File: config.mk
export PLATFORM = sky130hd
export DESIGN_NAME = router_pkt_tx
export DESIGN_NICKNAME = d
export VERILOG_FILES = /design/src/rtl/router_pkg.sv /design/src/rtl/router_tx_buf.sv /design/src/rtl/router_pkt_tx.sv
export SDC_FILE = /design/constraint.sdc
export NUM_CORES = 1
export LEC_CHECK = 0
export BUFFER_PORTS_ARGS = -buffer_cell sky130_fd_sc_hd__buf_4
export CORE_MARGIN = 3
export CORE_UTILIZATION = 50
export CTS_BUF_LIST = sky130_fd_sc_hd__clkbuf_4 sky130_fd_sc_hd__clkbuf_8 sky130_fd_sc_hd__clkbuf_16
export DETAILED_ROUTE_END_ITERATION = 8
export GPL_ROUTABILITY_DRIVEN = 0
export HOLD_SLACK_MARGIN = 0.03
export PLACE_DENSITY = 0.66
export SLEW_MARGIN = 30
export SYNTH_ARGS = -nofsm -noshare
export SYNTH_HDL_FRONTEND = slang
export SYNTH_SLANG_ARGS = --single-unit
File: constraint.sdc
create_clock -name router_clock -period 9.3 [get_ports router_clock]
set_input_delay 0.465 -clock router_clock [delete_from_list [all_inputs] [get_ports router_clock]]
set_output_delay 0.465 -clock router_clock [all_outputs]
set_load 0.1 [all_outputs]
File: src/rtl/router_pkg.sv
// Shared types for the router input-port packet source.
// Holds the tx state encoding, the reserved address and the header packer.
package router_pkg;

    typedef enum logic [2:0] {
        S_IDLE,
        S_HDR,
        S_PLD,
        S_PAR,
        S_CHK,
        S_GAP
    } tx_state_t;

    localparam logic [1:0] ADDR_INVALID = 2'd3;

    function automatic logic [7:0] hdr(input logic [5:0] len, input logic [1:0] addr);
        return {len, addr};
    endfunction

endpackage

File: src/rtl/router_tx_buf.sv
// Payload byte FIFO, first-word-fall-through: dout always shows the head.
// Pushes while full and pops while empty are ignored.
module router_tx_buf #(
    parameter int DEPTH = 64
) (
    input  logic                     clk,
    input  logic                     rst_n,
    input  logic                     push,
    input  logic                     pop,
    input  logic [7:0]               din,
    output logic [7:0]               dout,
    output logic [$clog2(DEPTH):0]   count,
    output logic                     full,
    output logic                     empty
);

    localparam int AW = $clog2(DEPTH);
    localparam logic [AW:0] FULL_CNT = (AW + 1)'(DEPTH);

    logic [7:0]    mem [DEPTH];
    logic [AW-1:0] wr_ptr;
    logic [AW-1:0] rd_ptr;
    logic          do_push;
    logic          do_pop;

    assign full    = (count == FULL_CNT);
    assign empty   = (count == '0);
    assign do_push = push && !full;
    assign do_pop  = pop && !empty;
    assign dout    = mem[rd_ptr];

    always_ff @(posedge clk) begin
        if (do_push) begin
            mem[wr_ptr] <= din;
        end
    end

    always_ff @(posedge clk or negedge rst_n) begin
        if (!rst_n) begin
            wr_ptr <= '0;
            rd_ptr <= '0;
            count  <= '0;
        end else begin
            if (do_push) begin
                wr_ptr <= wr_ptr + AW'(1);
            end
            if (do_pop) begin
                rd_ptr <= rd_ptr + AW'(1);
            end
            if (do_push && !do_pop) begin
                count <= count + (AW + 1)'(1);
            end else if (do_pop && !do_push) begin
                count <= count - (AW + 1)'(1);
            end
        end
    end

endmodule

File: src/rtl/router_pkt_tx.sv
// Packet source for the 1x3 router: header, payload, parity, err capture.
// Define PARITY_CORRUPT_EN to add corrupt_par (flips parity bit 0 per packet).
import router_pkg::*;

module router_pkt_tx #(
    parameter int BUF_DEPTH = 64,
    parameter int ERR_WAIT  = 3,
    parameter int IDLE_GAP  = 2
) (
    input  logic                         router_clock,
    input  logic                         resetn,
    input  logic                         wr_en,
    input  logic [7:0]                   wr_data,
    output logic                         buf_full,
    output logic [$clog2(BUF_DEPTH):0]   buf_count,
    input  logic                         start,
    input  logic [1:0]                   dest_addr,
    input  logic [5:0]                   pld_len,
    output logic                         tx_ready,
    output logic                         start_rej,
    output logic                         pkt_valid,
    output logic [7:0]                   tx_data,
    input  logic                         busy,
    input  logic                         err,
`ifdef PARITY_CORRUPT_EN
    input  logic                         corrupt_par,
`endif
    output logic                         done,
    output logic                         err_seen
);

    localparam int CW = $clog2(BUF_DEPTH) + 1;
    localparam int WW = $clog2(ERR_WAIT + 1);
    localparam int GW = $clog2(IDLE_GAP + 1);

    tx_state_t     state;
    logic [5:0]    len_q;
    logic [5:0]    cnt;
    logic [7:0]    parity;
    logic [7:0]    tx_reg;
    logic [7:0]    head;
    logic [WW-1:0] wcnt;
    logic [GW-1:0] gcnt;
    logic          err_acc;
    logic          cpar;
    logic          pop;
    logic          buf_empty;
    logic          start_ok;

    router_tx_buf #(
        .DEPTH(BUF_DEPTH)
    ) u_buf (
        .clk   (router_clock),
        .rst_n (resetn),
        .push  (wr_en),
        .pop   (pop),
        .din   (wr_data),
        .dout  (head),
        .count (buf_count),
        .full  (buf_full),
        .empty (buf_empty)
    );

    assign start_ok = (dest_addr != ADDR_INVALID) && (pld_len != 6'd0)
                   && (buf_count >= CW'(pld_len));
    assign pop      = (state == S_PLD) && !busy && !buf_empty;
    // Payload bytes come straight from the FIFO head so a pop lands on accept.
    assign tx_data  = (state == S_PLD) ? head : tx_reg;

`ifdef PARITY_CORRUPT_EN
    always_ff @(posedge router_clock or negedge resetn) begin
        if (!resetn) begin
            cpar <= 1'b0;
        end else if (state == S_IDLE && start && start_ok) begin
            cpar <= corrupt_par;
        end
    end
`else
    assign cpar = 1'b0;
`endif

    always_ff @(posedge router_clock or negedge resetn) begin
        if (!resetn) begin
            state     <= S_IDLE;
            len_q     <= '0;
            cnt       <= '0;
            parity    <= '0;
            tx_reg    <= '0;
            wcnt      <= '0;
            gcnt      <= '0;
            err_acc   <= 1'b0;
            pkt_valid <= 1'b0;
            tx_ready  <= 1'b1;
            start_rej <= 1'b0;
            done      <= 1'b0;
            err_seen  <= 1'b0;
        end else begin
            start_rej <= 1'b0;
            done      <= 1'b0;
            err_seen  <= 1'b0;
            unique case (state)
                S_IDLE: begin
                    if (start && start_ok) begin
                        state     <= S_HDR;
                        len_q     <= pld_len;
                        cnt       <= '0;
                        pkt_valid <= 1'b1;
                        tx_reg    <= hdr(pld_len, dest_addr);
                        parity    <= hdr(pld_len, dest_addr);
                        tx_ready  <= 1'b0;
                    end else if (start) begin
                        start_rej <= 1'b1;
                    end
                end
                S_HDR: begin
                    if (!busy) begin
                        state <= S_PLD;
                    end
                end
                S_PLD: begin
                    if (pop) begin
                        parity <= parity ^ head;
                        cnt    <= cnt + 6'd1;
                        if (cnt + 6'd1 == len_q) begin
                            state     <= S_PAR;
                            pkt_valid <= 1'b0;
                            tx_reg    <= parity ^ head ^ {7'd0, cpar};
                        end
                    end
                end
                S_PAR: begin
                    if (!busy) begin
                        state   <= S_CHK;
                        tx_reg  <= '0;
                        wcnt    <= '0;
                        err_acc <= 1'b0;
                    end
                end
                S_CHK: begin
                    err_acc <= err_acc | err;
                    wcnt    <= wcnt + WW'(1);
                    if (wcnt == WW'(ERR_WAIT - 1)) begin
                        done     <= 1'b1;
                        err_seen <= err_acc | err;
                        state    <= S_GAP;
                        gcnt     <= '0;
                    end
                end
                S_GAP: begin
                    if (gcnt == GW'(IDLE_GAP - 1)) begin
                        state    <= S_IDLE;
                        tx_ready <= 1'b1;
                    end else begin
                        gcnt <= gcnt + GW'(1);
                    end
                end
                default: state <= S_IDLE;
            endcase
        end
    end

endmodule
Word level (Yosys, flattened, before mapping):

Memory sizes are Yosys's and may differ from the RTL's.
Cells that the tools add are included.

* add/subtract/negate cells: 7
* magnitude comparators: 1
* equal/unequal tests: 18
* mux-type cells: 44
* bitwise logic cells: 2
* reductions and logical operators: 31

Operators by type and width (number)
* two-way mux 8 bit: 6
* case mux 8 bit (3 select lines): 1
* two-way mux 3 bit: 7
* adder 6 x 1 -> 6 bit, second input constant: 3
* case mux 3 bit (6 select lines): 1
* case mux 8 bit (2 select lines): 1
* two-way mux 1 bit: 15
* two-way mux 7 bit: 2
* inequality test 2 bit, second input constant: 7
* two-way mux 6 bit: 2
* case mux 6 bit (2 select lines): 1
* nonzero test 2 bit: 5
* logical AND 1 bit: 9
* AND reduction 3 bit: 3
* case mux 2 bit (2 select lines): 2
* bitwise XOR 8 bit: 1
* adder 7 x 1 -> 7 bit, second input constant: 1
* equality test 7 bit, second input constant: 1
* greater-or-equal comparator 7 x 6 -> 1 bit: 1
* zero test 7 bit: 1
* AND reduction 7 bit: 1
* subtractor 7 x 1 -> 7 bit, second input constant: 1
* equality test 3 x 2 -> 1 bit, second input constant: 2
* equality test 3 bit, second input constant: 2
* other kinds (16): 27

* register bits after elaboration: 60
* RAM bits: 512
* input bits: 22
* output and inout port bits: 21
* logic and storage cells: 120
* memories kept: 1

Memory list
* u_buf.mem: words 64, width 8, read ports 1, clocked after Yosys merged registers in 0, wr ports 1, RTL line router_tx_buf.sv:20 `logic [7:0] mem [DEPTH];`

Depth between registers and ports, before layout:

Gate-level depths: netlist of run 1.

* word-level depth: 7
* mapped depth: 16

By module:

A second synthesis of run 1 with hierarchy kept.

* cell total of the unflattened synthesis: 1337
* area total of the unflattened synthesis: 23511.3 sq um

Modules (own cells, without submodules)
* router_tx_buf: instances 1, cells each 1055, area an instance 21061.4 sq um, sequential area each 15850.2 sq um
* router_pkt_tx: instances 1, cells each 282, area an instance 2449.8 sq um, sequential area each 1027.2 sq um

Worst setup path before layout of run 1:

No wires, ideal clock.

* path kind: register -> output
* start point: register u_buf.rd_ptr[0]
* end point: output port tx_data[3]
* data arrival time: 3.419 ns
* setup slack: 5.416 ns
* stages on the path, launching flop included: 11
* cells stage by stage: dfrtp_1 -> buf_6 -> buf_12 -> and2_1 -> buf_6 -> buf_6 -> a221oi_1 -> o21ai_0 -> a22o_1 -> mux2_2 -> a21oi_1

* cells in the longest elaborated chain, start to end: 2

Ends and longest elaborated chain
* start: declaration: RTL line router_tx_buf.sv:22 `logic [AW-1:0] rd_ptr;`
* start signal: assignment: RTL line router_tx_buf.sv:48 `rd_ptr <= rd_ptr + AW'(1);`
* memory (64 x 8 bit)
* two-way mux 8 bit: RTL line router_pkt_tx.sv:68 `assign tx_data = (state == S_PLD) ? head : tx_reg;`
* end: declaration: RTL line router_pkt_tx.sv:22 `output logic [7:0] tx_data,`

Every way passes these cells.

Worst setup path in the final report of run 1:

* start point: register u_buf.rd_ptr[1]
* end point: output port tx_data[6]

Same word-level chain as after synthesis.

==> impl_metrics.env, run 1 <==
export IMPL_status="finished clean"
export IMPL_rsz0062_at_grt="no"
export IMPL_drtAntennaViolNets=0
export IMPL_firstDrtPassIters=5
export IMPL_dpl_cell_count=1941
export IMPL_finalHoldViolCount=0
export IMPL_synth_cell_types=65
export IMPL_hpwlAfterDp_um=32200
export IMPL_coreArea_um2=46700
export IMPL_gr_max_usage_layer="met2"
export IMPL_tightest_slew_ns=0.955
export IMPL_netlist_instances=1355
export IMPL_period_share_pct=53.0
export IMPL_grtUsageMet1_pct=30.2
export IMPL_cts_tree="yes"
export IMPL_setup_viol=0
export IMPL_die_h_um=224
export IMPL_antenna_found_initial=0
export IMPL_cp_top_family="compound AO/OA/AOI/OAI gates"
export IMPL_slew_limit_headroom_pct=36.3
export IMPL_cts_made_buffers=57
export IMPL_row_count=79
export IMPL_port_buffers=42
export IMPL_ys_top_cells_by_count="512 x edfxtp_1, 105 x nor2_1, 94 x mux2i_1"
export IMPL_synth_edff_count=512
export IMPL_use_met3_pct=4.36
export IMPL_synth_area_leaders="edfxtp_1 65%, dfrtp_1 6.2%, mux4_2 6.1%, mux2i_1 4.0%, mux4_1 1.9%"
export IMPL_timing_fmax_mhz=203
export IMPL_yosysMostFrequentCell="edfxtp_1"
export IMPL_crit_top_cell="buf_4"
export IMPL_numClockSinks=572
export IMPL_synth_seq_cells=572
export IMPL_area_growth_pct=11.2
export IMPL_cts_buffer_depth=3
export IMPL_overflow=0
export IMPL_via_per_inst=6.05
export IMPL_yosysTopAreaCell="edfxtp_1"
export IMPL_tns_ns=0
export IMPL_io_pins=43
export IMPL_critPathMaxStageDelay_ns=1.02
export IMPL_leakagePower_nw=8.89
export IMPL_grt_pass1_vias=12300
export IMPL_p_per_area_nw_per_um2=312
export IMPL_synth_ff_type="edfxtp_1"
export IMPL_synth_area_um2=23700
export IMPL_die_w_um=224
export IMPL_start_util_pct=50.7
export IMPL_syn_nets=1396
export IMPL_cp_slowest_cell="dfrtp_4"
export IMPL_synth_area_per_cell_um2=17.5
export IMPL_crit_required_ns=8.84
export IMPL_path_cells="buf_4 -> mux4_2 -> a22o_1 -> a211oi_1 -> a21o_1 -> mux2_2 -> a21oi_1 -> buf_4"
export IMPL_grt_pass1_wl_um=78400
export IMPL_grt_max_degree=65
export IMPL_crit_path_end_kind="output port"
export IMPL_fin_nets=1435
export IMPL_drt_iter0_markers=1085
export IMPL_synth_compound_area_share_pct=6.61
export IMPL_crit_path_max_fanout=54
export IMPL_hold_path_class="in -> reg"
export IMPL_timing_critical_path_buf_inv=2
export IMPL_cts_root_buf="clkbuf_16"
export IMPL_yosys_warnings=0
export IMPL_cts_htree_levels=2
export IMPL_grt_usage_pct=21.0
export IMPL_muxShareOfSynthArea_pct=12.8
export IMPL_met2_usage_pct=33.3
export IMPL_reg2reg_slack_ns=5.26
export IMPL_routed_wl_um=52000
export IMPL_fin_skew_ns=0.0197
export IMPL_min_period_ns=4.93
export IMPL_yosys_area_share_xor_xnor_pct=1.52
export IMPL_path_clk_slew_ns=0.06
export IMPL_num_antenna_cells=0
export IMPL_irDropWorstVdd_mv=0.161
export IMPL_synth_top_area_share_pct=65.0
export IMPL_maxCapViolations=0
export IMPL_synth_top_family_by_area="multiplexers"
export IMPL_synth_simple_area_share_pct=4.38
export IMPL_ys_seq_area_share_pct=71.3
export IMPL_largest_reg_flops=512
export IMPL_dieArea_um2=50000
export IMPL_crit_type="reg -> out"
export IMPL_yosys_area_share_adder_pct=1.04
export IMPL_routedWlPerCell_um=25.4
export IMPL_layout_cells_non_filler=2050
export IMPL_worstSetupStartpointType="register"
export IMPL_insertion_delay_ns=0.60
export IMPL_power_mw=8.22
export IMPL_crit_arrival_ns=4.47
export IMPL_drcViolationCount=0
export IMPL_drive_gt1_share_pct=18.2
export IMPL_finalMaxSlewViolations=0
export IMPL_vias=12400
export IMPL_async_flop_share_pct=10.5
-- placed cells by master, fill, tap and decap left out, types with 11 or more instances in the layout --
cell type,synthesis,routed
o21ai_0,40,40
mux2_2,15,15
nand3_1,18,18
a211oi_1,18,18
a22o_1,20,20
a22oi_1,15,15
a21oi_1,22,22
a221oi_1,17,17
o221ai_1,24,24
edfxtp_1,512,512
inv_1,15,15
buf_4,9,57
mux4_1,17,17
dfrtp_1,59,57
clkbuf_16,0,59
nor2_1,105,103
clkinv_2,0,15
nand2_1,58,58
clkbuf_4,0,13
mux4_2,64,64
ha_1,18,18
xor2_1,28,28
mux2i_1,94,94
clkinv_1,0,11
xnor2_1,13,13
-- kinds of logic after synthesis --
logic type      Yosys count
flops                   572
compound gates          207
fa+ha+maj                19
simple gates            231
xor+xnor                 41
buf+inv                  93
mux                     192
-- worst register-to-register path, cell delays in order (launching register included) --
cell	delay [ns]
dfrtp_1	0.48
nand2b_1	0.44
or2_2	0.46
nor3_1	0.15
buf_4	0.20
inv_1	0.09
ha_1	0.27
inv_1	0.20
ha_1	0.28
nor2b_1	0.13
o21ai_0	0.24
a21boi_0	0.18
o21a_1	0.20
or3_1	0.30
a21oi_1	0.21
xor2_1	0.16
-- through the flow --
stage          utilization (%)  instance area [µm²]  hold WS, ns  setup WS (ns)
2_1_floorplan                -                23700        0.169           5.42
3_3_place_gp              52.2                24400        0.481           5.02
3_5_place_dp              52.2                24400        0.481           5.04
4_1_cts                   56.4                26300       0.0616           4.38
5_1_grt                   56.4                26300       0.0827           4.18
6_report                  56.4                26300       0.0972           4.37
-- final cells by class --
cell class | instances | area (µm²)
clock buffer | 72 | 1570
clock inverter | 36 | 352
fill | 3546 | 20300
inverter | 15 | 56.3
multi-input combinational | 690 | 6250
sequential | 572 | 16900
tap | 607 | 759
timing repair buffer | 58 | 438
-- report_power, final --
part	internal (mW)	total, mW	leakage, nW	switching [mW]
Clock	1.39	2.33	0.970	0.942
Sequential	3.00	3.27	5.35	0.269
Combinational	0.986	2.62	2.58	1.63
-- layer usage --
metal	routed length, µm	share of wire (%)
met1	22600	44
met4	1150	2.2
met3	3470	6.7
met2	24800	48
met5	0	0
-- repair_timing --
| item | 4_1_cts | 5_1_grt |
|---|---|---|
| hold buffers | 1 | 0 |
| hold endpoints to repair | 59 | 0 |
| gates resized for setup | 0 | 0 |
| setup buffers | 0 | 0 |
-- worst paths after layout --
kind	start	end	cells after the start
worst min-delay path	err	err_seen	2
max in group asynchronous	resetn	u_buf.rd_ptr[0]	2
min in group asynchronous	resetn	u_buf.count[4]	2
worst max-delay path	u_buf.rd_ptr[1]	tx_data[6]	8
worst min register to register	tx_ready	tx_ready	2
worst max register to register	state[2]	u_buf.count[6]	15
Note: power is estimated with default switching activity, not from simulation.
==> inputs of run 2 (changes only) <==
--- a/config.mk
+++ b/config.mk
@@ -5,6 +5,7 @@
 export SDC_FILE = /design/constraint.sdc
 export NUM_CORES = 1
 export LEC_CHECK = 0
+export ABC_AREA = 1
 export BUFFER_PORTS_ARGS = -buffer_cell sky130_fd_sc_hd__buf_4
 export CORE_MARGIN = 3
 export CORE_UTILIZATION = 50
==> constraint.sdc (replaced) <==
create_clock -name router_clock -period 5.1 [get_ports router_clock]
set_input_delay 0.255 -clock router_clock [delete_from_list [all_inputs] [get_ports router_clock]]
set_output_delay 0.255 -clock router_clock [all_outputs]
set_load 0.1 [all_outputs]
==> impl_metrics.env, run 2 <==
export IMPL_yosys_warnings=0
export IMPL_crit_arrival_ns=3.92
export IMPL_tns_ns=0
export IMPL_synth_compound_area_share_pct=2.78
export IMPL_worstSetupStartpointType="register"
export IMPL_finalMaxSlewViolations=0
export IMPL_synth_seq_cells=572
export IMPL_drcViolationCount=0
export IMPL_min_path_cells=5
export IMPL_routed_wl_um=59900
export IMPL_rsz0062_at_grt="no"
export IMPL_via_per_inst=5.33
export IMPL_synth_area_per_cell_um2=10.2
export IMPL_layout_setup_ws_ns=0.925
export IMPL_design_area_um2=27800
export IMPL_grt_pass1_wl_um=94400
export IMPL_crit_required_ns=4.85
export IMPL_start_util_pct=50.7
export IMPL_firstDrtPassIters=6
export IMPL_crit_top_cell="nand2_1"
export IMPL_final_common_cell="nand2_1"
export IMPL_maxCapViolations=0
export IMPL_setup_viol=0
export IMPL_finalHoldViolCount=0
export IMPL_cts_buffer_depth=3
export IMPL_synth_edff_count=512
export IMPL_num_antenna_cells=0
export IMPL_ys_seq_area_share_pct=67.8
export IMPL_period_share_pct=81.9
export IMPL_path_cells="inv_4 -> buf_4 -> nand3_1 -> a21oi_1 -> nor2_1 -> nand2_1 -> nand3_1 -> nand2_1 -> nand2_1 -> nand2_1 -> buf_4"
export IMPL_yosys_area_share_adder_pct=0.985
export IMPL_min_period_ns=4.18
export IMPL_drt_iter0_markers=1855
export IMPL_hold_path_class="in -> reg"
export IMPL_syn_nets=2480
export IMPL_cts_resized=0
export IMPL_fin_nets=2505
export IMPL_grt_max_degree=123
export IMPL_r2r_start="state[2]"
export IMPL_crit_path_max_fanout=68
export IMPL_crit_path_end_kind="output port"
export IMPL_cts_htree_levels=2
export IMPL_vias=16900
export IMPL_io_pins=43
export IMPL_synth_cell_types=37
export IMPL_final_cell_mix="809 x nand2_1, 512 x edfxtp_1, 299 x nand3_1, 254 x nor2_1, 188 x inv_1"
export IMPL_coreArea_um2=49100
export IMPL_yosysTopAreaCell="edfxtp_1"
export IMPL_irDropWorstVdd_mv=0.425
export IMPL_crit_type="reg -> out"
export IMPL_ys_top_cells_by_count="810 x nand2_1, 512 x edfxtp_1, 299 x nand3_1"
export IMPL_synth_simple_area_share_pct=22.8
export IMPL_synth_area_um2=24900
export IMPL_routedWlPerCell_um=18.9
export IMPL_critPathMaxStageDelay_ns=0.72
export IMPL_status="finished clean"
export IMPL_synth_ff_type="edfxtp_1"
export IMPL_muxShareOfSynthArea_pct=0
export IMPL_async_flop_share_pct=10.5
export IMPL_post_cts_buffers=0
export IMPL_grt_pass1_vias=16500
export IMPL_fin_util_pct=56.6
export IMPL_overflow=0
export IMPL_cts_tree="yes"
export IMPL_path_clk_slew_ns=0.06
export IMPL_largest_reg_flops=512
export IMPL_reg2reg_slack_ns=1.23
export IMPL_numClockSinks=572
export IMPL_fillers=4275
export IMPL_grt_usage_pct=23.0
export IMPL_fin_skew_ns=0.0270
export IMPL_timing_fmax_mhz=240
export IMPL_row_count=81
export IMPL_drtAntennaViolNets=0
export IMPL_synth_area_leaders="edfxtp_1 62%, nand2_1 12%, nand3_1 6.0%, dfrtp_1 5.9%, nor2_1 3.8%"
export IMPL_hp_start="wr_en"
export IMPL_cts_root_buf="clkbuf_16"
export IMPL_netlist_instances=2439
export IMPL_r2r_end="u_buf.count[5]"
export IMPL_die_h_um=229
export IMPL_whs_endpoint="u_buf.wr_ptr[0]"
export IMPL_port_buffers=42
export IMPL_timing_critical_path_buf_inv=3
export IMPL_pre_cts_slack_ns=1.34
export IMPL_cts_made_buffers=56
export IMPL_area_growth_pct=11.5
export IMPL_r2r_cells=19
export IMPL_hold_buffers=13
export IMPL_cp_slowest_cell="dfrtp_4"
export IMPL_hpwlAfterDp_um=35300
export IMPL_synth_top_area_share_pct=61.8
export IMPL_yosysMostFrequentCell="nand2_1"
export IMPL_slew_limit_headroom_pct=39.2
export IMPL_insertion_delay_ns=0.61
export IMPL_cp_top_family="buffers and inverters"
export IMPL_power_mw=16.1
export IMPL_synth_top_family_by_area="simple AND/OR/NAND/NOR gates"
export IMPL_tightest_slew_ns=0.911
export IMPL_drive_gt1_share_pct=7.23
export IMPL_leakagePower_nw=11.1
export IMPL_yosys_area_share_xor_xnor_pct=0.598
export IMPL_dieArea_um2=52500
export IMPL_p_per_area_nw_per_um2=581
export IMPL_antenna_found_initial=0
export IMPL_die_w_um=229
export IMPL_placed_area_um2=25800
## run 2: changes by cell type after synthesis, moves of 19 or more
cell | before | now
nand2_1 | 58 | 810
nand3_1 | 18 | 299
inv_1 | 15 | 189
nor2_1 | 105 | 254
mux2i_1 | 94 | 0
mux4_2 | 64 | 0
buf_2 | 20 | 71
o21ai_0 | 40 | 75
o221ai_1 | 24 | 0
a22o_1 | 20 | 1
## run 2: cell families (layout without fill, tap and decap cells)
logic type | Yosys count | count (layout)
AO/OA/AOI/OAI | 129 | 129
XOR/XNOR | 17 | 17
adder cells (fa/ha/maj) | 19 | 19
buffers and inverters | 311 | 376
flip-flops | 572 | 572
AND/OR/NAND/NOR | 1391 | 1391
## run 2: stage by stage
| step | hold slack, ns | instances |
|---|---|---|
| 2_1_floorplan | -0.0406 | 2439 |
| 3_3_place_gp | 0.402 | 3057 |
| 3_5_place_dp | 0.404 | 3057 |
| 4_1_cts | 0.145 | 3168 |
| 5_1_grt | 0.182 | 3168 |
| 6_report | 0.181 | 3168 |
## run 2: area by class of cell
cell class	instances	area, µm²	share of cell area, %
clock buffers	71	1510	5.45
inverters	197	747	2.69
well taps	664	831	2.99
flip-flops and latches	572	16900	60.8
multi-input cells	1556	6780	24.4
repair buffers	81	678	2.44
clock inverters	27	322	1.16
## run 2: how the worst max path moves through the flow
| stage | startpoint | end | slack, ns | cells after the start |
|---|---|---|---|---|
| 2_1_floorplan | u_buf.count[6] | u_buf.count[5] | 0.61 | 17 |
| 4_1_cts | u_buf.rd_ptr[0] | tx_data[5] | 0.94 | 13 |
| 6_report | u_buf.rd_ptr[1] | tx_data[3] | 0.92 | 11 |
| 5_1_grt | u_buf.rd_ptr[0] | tx_data[5] | 0.69 | 13 |
| 3_3_place_gp | state[2] | u_buf.count[5] | 1.50 | 19 |
| 3_5_place_dp | state[2] | u_buf.count[5] | 1.34 | 19 |
## run 2: routing by layer
layer	vias to the layer above	share of wire, %	global-route usage (%)
met2	543	48	38.1
met1	8077	43	31.8
met3	109	6.2	3.22
met4	0	2.8	7.33
met5	-	0	0
li1	8152	-	-
## run 2: power breakdown
group	internal, mW	switching [mW]
Sequential	5.48	0.390
Combinational	1.64	4.44
Clock	2.45	1.72
Total	9.57	6.55
## run 2: worst register-to-register path: stages (launching register included)
cell and delay [ns]:
dfrtp_1 0.45, nor2_1 0.20, inv_2 0.14, nor2_4 0.43, inv_2 0.28, nor2_1 0.18, nand2_2 0.17, ha_1 0.30
inv_1 0.19, ha_1 0.29, nand2_1 0.08, nor2_1 0.04, a211oi_1 0.25, or2_2 0.18, nand2_1 0.05, nand2_1 0.06
nand2_1 0.06, or2_2 0.27, nand3_1 0.06, o21ai_0 0.08
==> inputs of run 3 (changes only) <==
--- a/config.mk
+++ b/config.mk
@@ -13,7 +13,7 @@
 export DETAILED_ROUTE_END_ITERATION = 8
 export GPL_ROUTABILITY_DRIVEN = 0
 export HOLD_SLACK_MARGIN = 0.03
-export PLACE_DENSITY = 0.66
+export PLACE_DENSITY = 0.68
 export SLEW_MARGIN = 30
 export SYNTH_ARGS = -nofsm -noshare
 export SYNTH_HDL_FRONTEND = slang
==> constraint.sdc (replaced) <==
create_clock -name router_clock -period 3.8 [get_ports router_clock]
set_input_delay 0.19 -clock router_clock [delete_from_list [all_inputs] [get_ports router_clock]]
set_output_delay 0.19 -clock router_clock [all_outputs]
set_load 0.1 [all_outputs]
==> impl_metrics.env, run 3 (same netlist as run 2, synthesis figures left out) <==
export IMPL_status="finished clean"
export IMPL_cts_root_buf="clkbuf_16"
export IMPL_numClockSinks=572
export IMPL_grt_pass1_vias=16900
export IMPL_slew_limit_headroom_pct=38.4
export IMPL_crit_top_cell="nand2_1"
export IMPL_largest_reg_flops=512
export IMPL_grt_usage_pct=23.1
export IMPL_setup_viol=0
export IMPL_rsz0062_at_grt="no"
export IMPL_num_antenna_cells=0
export IMPL_start_util_pct=50.7
export IMPL_irDropWorstVdd_mv=0.537
export IMPL_die_h_um=229
export IMPL_layout_cells_non_filler=3207
export IMPL_wl_met1_um=25600
export IMPL_dieArea_um2=52500
export IMPL_finalMaxSlewViolations=0
export IMPL_grt_pass1_wl_um=94800
export IMPL_firstDrtPassIters=5
export IMPL_timing_fmax_mhz=279
export IMPL_power_mw=21.7
export IMPL_path_clk_slew_ns=0.06
export IMPL_die_w_um=229
export IMPL_finalHoldViolCount=0
export IMPL_antenna_found_initial=0
export IMPL_dpl_cell_count=3090
export IMPL_row_count=81
export IMPL_timing_critical_path_buf_inv=3
export IMPL_crit_type="reg -> out"
export IMPL_design_area_um2=28100
export IMPL_hpwlAfterDp_um=35700
export IMPL_drtAntennaViolNets=0
export IMPL_crit_path_max_fanout=58
export IMPL_tns_ns=0
export IMPL_maxCapViolations=0
export IMPL_min_period_ns=3.58
export IMPL_post_cts_buffers=0
export IMPL_drcViolationCount=0
export IMPL_area_growth_pct=12.9
export IMPL_cts_buffer_depth=3
export IMPL_port_buffers=42
export IMPL_routed_wl_met2_um=28200
export IMPL_leakagePower_nw=11.2
export IMPL_placed_area_um2=26200
export IMPL_period_share_pct=94.2
export IMPL_pre_cts_slack_ns=0.655
export IMPL_routed_wl_um=60700
export IMPL_drt_iter0_markers=1735
export IMPL_tightest_slew_ns=0.920
export IMPL_io_pins=43
export IMPL_cts_tree="yes"
export IMPL_path_cells="inv_4 -> buf_12 -> nand2_1 -> nand3_1 -> nand3_1 -> nand2_1 -> nand3_1 -> nand2_1 -> nand2_1 -> nand2_1 -> buf_4"
export IMPL_fin_skew_ns=0.0275
export IMPL_final_common_cell="nand2_1"
export IMPL_p_per_area_nw_per_um2=773
export IMPL_routedWlPerCell_um=18.9
export IMPL_wl_met3_um=4630
export IMPL_hold_path_class="in -> reg"
export IMPL_coreArea_um2=49100
export IMPL_crit_required_ns=3.61
export IMPL_vias=17300
export IMPL_cts_htree_levels=2
export IMPL_drive_gt1_share_pct=8.77
export IMPL_cp_slowest_cell="dfrtp_4"
export IMPL_fillers=4119
export IMPL_highest_signal_layer="met4"
export IMPL_critPathMaxStageDelay_ns=0.54
export IMPL_cp_top_family="simple AND/OR/NAND/NOR gates"
export IMPL_overflow=0
export IMPL_grt_max_degree=150
export IMPL_via_per_inst=5.40
export IMPL_cts_resized=0
export IMPL_fin_nets=2538
export IMPL_final_cell_mix="810 x nand2_1, 512 x edfxtp_1, 298 x nand3_1, 253 x nor2_1, 185 x inv_1"
export IMPL_hold_buffers=13
export IMPL_insertion_delay_ns=0.62
export IMPL_crit_path_end_kind="output port"
export IMPL_crit_arrival_ns=3.39
export IMPL_cts_made_buffers=56
export IMPL_layout_setup_ws_ns=0.220
export IMPL_worstSetupStartpointType="register"
run 3: metrics by stage:
| step | util [%] | hold slack, ns |
|---|---|---|
| floorplan | - | -0.106 |
| global placement | 53.3 | 0.326 |
| detailed placement | 53.3 | 0.338 |
| CTS | 57.3 | 0.141 |
| global route | 57.3 | 0.0742 |
| finish | 57.3 | 0.0654 |
run 3: power by group:
part | leakage (nW) | total, mW | internal (mW) | switching (mW)
Clock | 0.892 | 5.41 | 3.09 | 2.31
Sequential | 5.34 | 7.73 | 7.38 | 0.356
Combinational | 5.01 | 8.58 | 2.34 | 6.24
run 3: worst register-to-register path, delay by kind of cell, from the launching register on:
family	cells	cell delay, ns
xor+xnor	1	0.16
buf+inv	1	0.07
fa+ha+maj	2	0.63
flops	1	0.52
compound gates	3	0.28
simple gates	9	1.20
run 3: path summary, 6_finish.rpt:
| path | startpoint | endpoint | slack, ns | depth (start not counted) |
|---|---|---|---|---|
| worst max-delay path | u_buf.rd_ptr[1] | tx_data[1] | 0.22 | 11 |
| max in group asynchronous | resetn | u_buf.rd_ptr[0] | 2.94 | 2 |
| worst min-delay path | wr_en | u_buf.wr_ptr[1] | 0.07 | 5 |
| min in group asynchronous | resetn | len_q[3] | 0.23 | 2 |
| worst max register to register | u_buf.count[2] | u_buf.count[6] | 0.84 | 16 |
| worst min register to register | tx_reg[4] | tx_reg[4] | 0.49 | 2 |
run 3: final cells by class:
class,instances,area [µm²],share of cell area [%]
clock buffer,76,1570,5.58
clock inverter,28,230,0.819
inverter,197,754,2.69
multi-input combinational,1556,6840,24.4
sequential,572,16900,60.2
tap,664,831,2.96
timing repair buffer,114,963,3.43
run 3: per-layer routing:
layer / vias to the layer above / global-route usage [%]
li1: 8219 / -
met1: 8317 / 32.2
met2: 660 / 36.6
met3: 133 / 4.08
met4: 0 / 9.02
met5: - / 0
